<file path="config.mk">
export PLATFORM = sky130hd
export DESIGN_NAME = alarm_zone_controller
export DESIGN_NICKNAME = d
export VERILOG_FILES = /design/src/rtl/alarm_zone_controller_pkg.sv /design/src/rtl/alarm_zone_controller_tick_downcounter.sv /design/src/rtl/alarm_zone_controller.sv
export SDC_FILE = /design/constraint.sdc
export NUM_CORES = 1
export LEC_CHECK = 0
export BUFFER_PORTS_ARGS = -buffer_cell sky130_fd_sc_hd__buf_2
export CORE_UTILIZATION = 40
export DETAILED_ROUTE_END_ITERATION = 8
export PLACE_DENSITY = 0.57
export SYNTH_ARGS = -nofsm -noshare
export SYNTH_HDL_FRONTEND = slang
export SYNTH_SLANG_ARGS = --single-unit
</file>
<file path="constraint.sdc">
create_clock -name iCLK -period 3 [get_ports iCLK]
set_clock_uncertainty 0.1 [all_clocks]
set_input_delay 0.15 -clock iCLK [delete_from_list [all_inputs] [get_ports iCLK]]
set_output_delay 0.15 -clock iCLK [all_outputs]
set_load 0.005 [all_outputs]
</file>
<file path="src/rtl/alarm_zone_controller_pkg.sv">
// Shared state encoding and state-group decodes for the alarm zone controller,
// also used by LED/debug decode logic elsewhere on the board.
package alarm_zone_controller_pkg;

    localparam int STATE_W = 3;

    typedef enum logic [STATE_W-1:0] {
        ST_DISARMED    = 3'd0,
        ST_EXIT_DELAY  = 3'd1,
        ST_ARMED       = 3'd2,
        ST_ENTRY_DELAY = 3'd3,
        ST_ALARM       = 3'd4,
        ST_SILENCED    = 3'd5,
        ST_PANIC       = 3'd6
    } state_e;

    function automatic logic is_armed_group(state_e s);
        return s inside {ST_EXIT_DELAY, ST_ARMED, ST_ENTRY_DELAY, ST_ALARM, ST_SILENCED};
    endfunction

    function automatic logic is_latch_group(state_e s);
        return s inside {ST_ARMED, ST_ENTRY_DELAY, ST_ALARM, ST_SILENCED};
    endfunction

    function automatic logic is_flash_group(state_e s);
        return s inside {ST_ALARM, ST_SILENCED, ST_PANIC};
    endfunction

    function automatic logic is_siren_group(state_e s);
        return s inside {ST_ALARM, ST_PANIC};
    endfunction

endpackage

</file>
<file path="src/rtl/alarm_zone_controller_tick_downcounter.sv">
// Loadable down-counter that steps only on the timebase tick and saturates at zero.
// A load in the same cycle as a tick takes precedence.
module tick_downcounter #(
    parameter int CNT_W = 12
) (
    input  logic             clk,
    input  logic             rst_n,
    input  logic             load,
    input  logic [CNT_W-1:0] load_val,
    input  logic             tick,
    output logic             zero
);

    logic [CNT_W-1:0] count;

    // NOTE: sequential state is written with non-blocking assignments only, so every
    // flop samples pre-edge values regardless of the order the blocks are evaluated in.
    always_ff @(posedge clk or negedge rst_n) begin
        if (!rst_n) begin
            count <= '0;
        end else if (load) begin
            count <= load_val;
        end else if (tick && count != '0) begin
            count <= count - 1'b1;
        end
    end

    assign zero = (count == '0);

endmodule

</file>
<file path="src/rtl/alarm_zone_controller.sv">
// N-zone intruder alarm controller: exit/entry delays, per-zone bypass, siren timeout,
// panic, and a flashing strobe, all timed from an external 1-cycle tick enable.
module alarm_zone_controller
    import alarm_zone_controller_pkg::*;
#(
    parameter int                   NUM_ZONES   = 3,
    parameter int                   CNT_W       = 12,
    parameter int                   EXIT_TICKS  = 200,
    parameter int                   ENTRY_TICKS = 100,
    parameter int                   SIREN_TICKS = 2400,
    parameter int                   STROBE_HALF = 4,
    parameter logic [NUM_ZONES-1:0] ENTRY_MASK  = NUM_ZONES'(1)
) (
    input  logic                 iCLK,
    input  logic                 iRST_N,
    input  logic                 iTICK,
    input  logic                 iARM,
    input  logic                 iPANIC,
    input  logic [NUM_ZONES-1:0] iZONE,
    input  logic [NUM_ZONES-1:0] iBYPASS,
    output logic [STATE_W-1:0]   oSTATE,
    output logic                 oSIREN,
    output logic                 oSTROBE,
    output logic [NUM_ZONES-1:0] oZONE_LATCHED,
    output logic                 oARMED,
    output logic                 oDISARMED,
    output logic                 oARM_REJECT
);

    localparam longint CNT_LIMIT = longint'(1) << CNT_W;
    localparam logic [CNT_W-1:0] EXIT_LOAD  = CNT_W'(EXIT_TICKS - 1);
    localparam logic [CNT_W-1:0] ENTRY_LOAD = CNT_W'(ENTRY_TICKS - 1);
    localparam logic [CNT_W-1:0] SIREN_LOAD = CNT_W'(SIREN_TICKS - 1);
    localparam int               STB_W      = (STROBE_HALF > 1) ? $clog2(STROBE_HALF) : 1;
    localparam logic [STB_W-1:0] STB_LAST   = STB_W'(STROBE_HALF - 1);

    if (NUM_ZONES < 1 || NUM_ZONES > 16) begin : g_bad_zones
        $error("NUM_ZONES must be in 1..16");
    end
    if (EXIT_TICKS < 1 || EXIT_TICKS >= CNT_LIMIT) begin : g_bad_exit
        $error("EXIT_TICKS out of range for CNT_W");
    end
    if (ENTRY_TICKS < 1 || ENTRY_TICKS >= CNT_LIMIT) begin : g_bad_entry
        $error("ENTRY_TICKS out of range for CNT_W");
    end
    if (SIREN_TICKS < 1 || SIREN_TICKS >= CNT_LIMIT) begin : g_bad_siren
        $error("SIREN_TICKS out of range for CNT_W");
    end
    if (STROBE_HALF < 1) begin : g_bad_strobe
        $error("STROBE_HALF must be >= 1");
    end

    state_e               state_q, state_d;
    logic [NUM_ZONES-1:0] active, latched_q;
    logic                 instant_hit, entry_hit, new_hit;
    logic                 cnt_load, cnt_zero, timer_done;
    logic [CNT_W-1:0]     cnt_load_val;
    logic                 reject_d, clear_latch;
    logic [STB_W-1:0]     stb_cnt_q, stb_cnt_d;
    logic                 phase_q, phase_d, flash_entry;
    logic                 siren_q, strobe_q, armed_q, disarmed_q, reject_q;

    assign active      = iZONE & ~iBYPASS;
    assign instant_hit = |(active & ~ENTRY_MASK);
    assign entry_hit   = |(active & ENTRY_MASK);
    assign new_hit     = |(active & ~latched_q);
    assign timer_done  = iTICK & cnt_zero;

    tick_downcounter #(.CNT_W(CNT_W)) u_delay_cnt (
        .clk      (iCLK),
        .rst_n    (iRST_N),
        .load     (cnt_load),
        .load_val (cnt_load_val),
        .tick     (iTICK),
        .zero     (cnt_zero)
    );

    // NOTE: every signal driven here gets a default first, so no path can leave one
    // unassigned and infer a latch.
    always_comb begin
        state_d      = state_q;
        cnt_load     = 1'b0;
        cnt_load_val = '0;
        reject_d     = 1'b0;
        clear_latch  = 1'b0;

        if (iPANIC && state_q != ST_PANIC) begin
            state_d = ST_PANIC;
        end else if (iARM) begin
            if (state_q == ST_DISARMED) begin
                if (active == '0) begin
                    state_d      = ST_EXIT_DELAY;
                    cnt_load     = 1'b1;
                    cnt_load_val = EXIT_LOAD;
                    clear_latch  = 1'b1;
                end else begin
                    reject_d = 1'b1;
                end
            end else begin
                state_d = ST_DISARMED;
            end
        end else begin
            unique case (state_q)
                ST_EXIT_DELAY: if (timer_done) state_d = ST_ARMED;
                ST_ARMED: begin
                    // A non-entry zone alarms at once even if an entry zone opened too.
                    if (instant_hit) begin
                        state_d      = ST_ALARM;
                        cnt_load     = 1'b1;
                        cnt_load_val = SIREN_LOAD;
                    end else if (entry_hit) begin
                        state_d      = ST_ENTRY_DELAY;
                        cnt_load     = 1'b1;
                        cnt_load_val = ENTRY_LOAD;
                    end
                end
                ST_ENTRY_DELAY: begin
                    if (timer_done || instant_hit) begin
                        state_d      = ST_ALARM;
                        cnt_load     = 1'b1;
                        cnt_load_val = SIREN_LOAD;
                    end
                end
                ST_ALARM: if (timer_done) state_d = ST_SILENCED;
                ST_SILENCED: begin
                    if (new_hit) begin
                        state_d      = ST_ALARM;
                        cnt_load     = 1'b1;
                        cnt_load_val = SIREN_LOAD;
                    end
                end
                default: state_d = state_q;
            endcase
        end
    end

    // Restarting the strobe on alarm/panic entry makes the first flash immediate.
    assign flash_entry = is_siren_group(state_d) && (state_d != state_q);

    always_comb begin
        stb_cnt_d = stb_cnt_q;
        phase_d   = phase_q;
        if (flash_entry) begin
            stb_cnt_d = '0;
            phase_d   = 1'b1;
        end else if (iTICK) begin
            if (stb_cnt_q == STB_LAST) begin
                stb_cnt_d = '0;
                phase_d   = ~phase_q;
            end else begin
                stb_cnt_d = stb_cnt_q + 1'b1;
            end
        end
    end

    always_ff @(posedge iCLK or negedge iRST_N) begin
        if (!iRST_N) begin
            state_q    <= ST_DISARMED;
            latched_q  <= '0;
            stb_cnt_q  <= '0;
            phase_q    <= 1'b0;
            siren_q    <= 1'b0;
            strobe_q   <= 1'b0;
            armed_q    <= 1'b0;
            disarmed_q <= 1'b1;
            reject_q   <= 1'b0;
        end else begin
            state_q    <= state_d;
            stb_cnt_q  <= stb_cnt_d;
            phase_q    <= phase_d;
            siren_q    <= is_siren_group(state_d);
            strobe_q   <= phase_d & is_flash_group(state_d);
            armed_q    <= is_armed_group(state_d);
            disarmed_q <= (state_d == ST_DISARMED);
            reject_q   <= reject_d;
            if (clear_latch) begin
                latched_q <= '0;
            end else if (is_latch_group(state_q)) begin
                latched_q <= latched_q | active;
            end
        end
    end

    assign oSTATE        = state_q;
    assign oSIREN        = siren_q;
    assign oSTROBE       = strobe_q;
    assign oZONE_LATCHED = latched_q;
    assign oARMED        = armed_q;
    assign oDISARMED     = disarmed_q;
    assign oARM_REJECT   = reject_q;

endmodule
</file>
==> results.md <==
* DRT iter0 DRCs at 48
* Vias in the first global route at 1,395
* Die area at 4360 um^2
* Library cells used by synthesis at 53
* CP required at 3.08 ns
* GRT Total Usage at 19.6%
* Initial Utilization at 43.1%
* Number of synthesized flops with an enable pin at 0
* Final worst slack at 0.577 ns
* Final setup fails at 0
* Post-route cell area at 1870 um^2
* Layout cells sized above 1 at 21.8%
* Yosys top cell by area: dfrtp_1
* Drt first pass iters at 4
* GRT met3 Usage at 2.59%
* Mapped Area at 1640 um^2
* Power Density at 651 nW/um^2
* HP Start: iZONE[0]
* Yosys reg bits at 26
* Die height at 66.0 um
* CTS sink cnt at 26
* Final wirelength at 3790 um
* # port buffers at 21
* Avg Vias per Cell at 5.72
* I/O pin total at 22
* Fraction of registers with async set/reset at 100%
* Crit path time final at 2.42 ns
* Detail Placement HPWL at 2760 um
* Met2 usage at 32.4%
* Routing usage on met1 at 26.2%
* Slew Limit Headroom at 60.6%
* Area after DPL at 1800 um^2
* Critical path arrival at 2.51 ns
* Share of the yosys chip area belonging to registers at 39.8%
* Largest net degree at the start of global routing at 27
* Core box area at 3800 um^2
* Clock Latency Late Sink at 0.28 ns
* Leak pwr at 0.797 nW
* Area contributors post-synth: dfrtp_1, nor2_1, a21oi_1, nand2b_1, nor4_4
* Critical path peak fanout at 5
* Final routed DRC violation total at 0
* Final Hold Vio Count at 0
* Syn_nets at 191
* Clock Tree Buf Depth at 2
* Final GP Congestion at 0.938
* Max-capacitance violation count at 0
* Worst vdd ir at 0.263 mV
* ANT cells at 0
* Predominant post-synthesis flop cell: dfrtp_1
* Initial antenna violation count at 0
* Crit share post-route at 80.8%
* Slew @ Worst Pin at 0.591 ns
* Startpoint Class: register
* Final core occ at 49.1%
* Max-slew violations at 0
* Floorplan row count at 22
* Setup Crit Path Kind: register to register
* Post-DR wirelength/cell at 15.1 um
* Syn_area_per_cell at 9.26 um^2
* Root buffer cell: clkbuf_8
* Nature of the critical path endpoint: register
* Setup TNS at 0 ns
* Share of the synthesized area in the top cell type at 38.2%
* Post-Synthesis Cells at 177
* Area Growth Syn to Fin at 13.8%
* Fin nets at 217
* Reg clk slew, reported paths at 0.09 ns
* Worst min path class: primary input to register
* YS warnings at 0
* Unrepaired setup endpoints after global routing: false
* Gr ovfl total at 0
* Final ANT Viol Nets at 0
* Gr busiest metal: met2
* H-tree depth at 1
* CTS buffer count at 3
* Status: finished, final reports clean
* Critical Path Start: u_delay_cnt.count[0]$_DFFE_PN0P_
* Die W at 66.0 um
* Via count at 1,429
* Fmax at 413 MHz
* CTS tree: built
* Layout fillers at 384
* Critical R2R Launch: u_delay_cnt.count[0]$_DFFE_PN0P_
* Global-route wire length before repair at 6570 um
* Dpl ws at 0.598 ns
## layout by cell type (no fill, tap or decap), drive strengths merged, types with 2 or more instances in the layout
cell type / Yosys / final
nand4: 2 / 2
a21o: 2 / 2
a21boi: 3 / 3
o21ai: 4 / 4
and2: 2 / 2
and3: 2 / 2
xor2: 3 / 3
dfrtp: 25 / 25
inv: 5 / 5
o31ai: 2 / 2
a31oi: 6 / 6
nand2b: 8 / 8
nor4: 4 / 4
clkbuf: 2 / 4
xnor2: 4 / 4
o22ai: 2 / 2
nand3: 3 / 3
a41oi: 3 / 3
nand2: 9 / 9
ha: 3 / 3
nor2: 32 / 32
nor3b: 2 / 2
o22a: 4 / 4
nor2b: 3 / 3
mux2i: 2 / 2
nand3b: 2 / 2
a211oi: 3 / 3
nor3: 6 / 6
buf: 3 / 25
a21oi: 13 / 13
## final timing paths
kind	depth (start not counted)	slack, ns	to
worst min register to register	2	0.44	oZONE_LATCHED[0]$_DFFE_PN0P_
worst min-delay path	3	0.07	oZONE_LATCHED[0]$_DFFE_PN0P_
worst max-delay path	8	0.58	oSTROBE$_DFF_PN0_
worst max register to register	8	0.58	oSTROBE$_DFF_PN0_
min in group asynchronous	2	0.29	oZONE_LATCHED[0]$_DFFE_PN0P_
max in group asynchronous	2	2.11	stb_cnt_q[1]$_DFFE_PN0P_
## stage by stage
stage | instances | hold WS [ns] | power (W)
final | 250 | 0.0732 | 0.00121
after global routing | 250 | 0.114 | 0.00131
after CTS | 250 | 0.0768 | 0.00122
after detailed placement | 245 | 0.0950 | 0.000984
after global placement | 245 | 0.0926 | 0.000961
after floorplan | 177 | -0.246 | 0.000851
## synthesized netlist by cell type (4+ instances only)
cell      instances
a21oi_1          13
inv_1             5
xnor2_1           4
o21ai_0           4
dfrtp_1          25
a31oi_1           5
nor2_1           32
nor3_1            6
nand2_1           9
nand2b_1          7
## registers in the layout, summed over array words and instances (netlist names)
register and cells:
oZONE_LATCHED 3, stb_cnt_q 2, u_delay_cnt.count 12, oARM_REJECT 1, oDISARMED 1, oSIREN 1, oSTATE 3, oSTROBE 1
oARMED 1, phase_q 1
## cells by family (layout without fill, tap and decap cells)
kind of cell | Yosys count | after routing | share of synthesized area (%)
simple gates | 82 | 82 | 29.5
compound gates | 47 | 47 | 20.3
flops | 26 | 26 | 39.8
buf+inv | 10 | 35 | 3.21
xor+xnor | 7 | 7 | 3.74
fa+ha+maj | 3 | 3 | 2.29
mux | 2 | 2 | 1.22
## layer usage
layer | part of all wire, % | vias up
met3 | 3.0 | 5
met5 | 0 | -
met1 | 48 | 703
li1 | - | 695
met4 | 1.4 | 0
met2 | 47 | 26
## worst max-delay path: stages (launching register included)
cell and delay, ns:
dfrtp_1 0.42, inv_1 0.10, ha_1 0.16, nor4b_4 0.29, nand4_2 0.19, a221o_1 0.40
o21a_4 0.25, o21bai_1 0.15, a211oi_1 0.26
## repair_timing
| item | in CTS | in global routing |
|---|---|---|
| endpoints found under the setup margin | 0 | 0 |
| endpoints found under the hold margin | 25 | 0 |
| resized for setup | 0 | 0 |
| buffers inserted | 0 | 0 |
| hold buffers | 1 | 0 |
## layout make-up
| type | count | area, um^2 | area share [%] |
|---|---|---|---|
| clock buffer | 4 | 55.1 | 2.95 |
| inverter | 5 | 18.8 | 1.01 |
| multi-input combinational | 141 | 935 | 50.1 |
| sequential | 26 | 652 | 34.9 |
| tap | 48 | 60.1 | 3.22 |
| timing repair buffer | 26 | 145 | 7.78 |
## report_power, final
part,leakage (nW),internal [W],total [W],switching [W]
clock,0.0288,0.000118,0.000237,0.000119
combinational,0.459,0.000188,0.000404,0.000216
sequential,0.310,0.000448,0.000573,0.000125
Note: power is estimated with default switching activity, not from simulation.
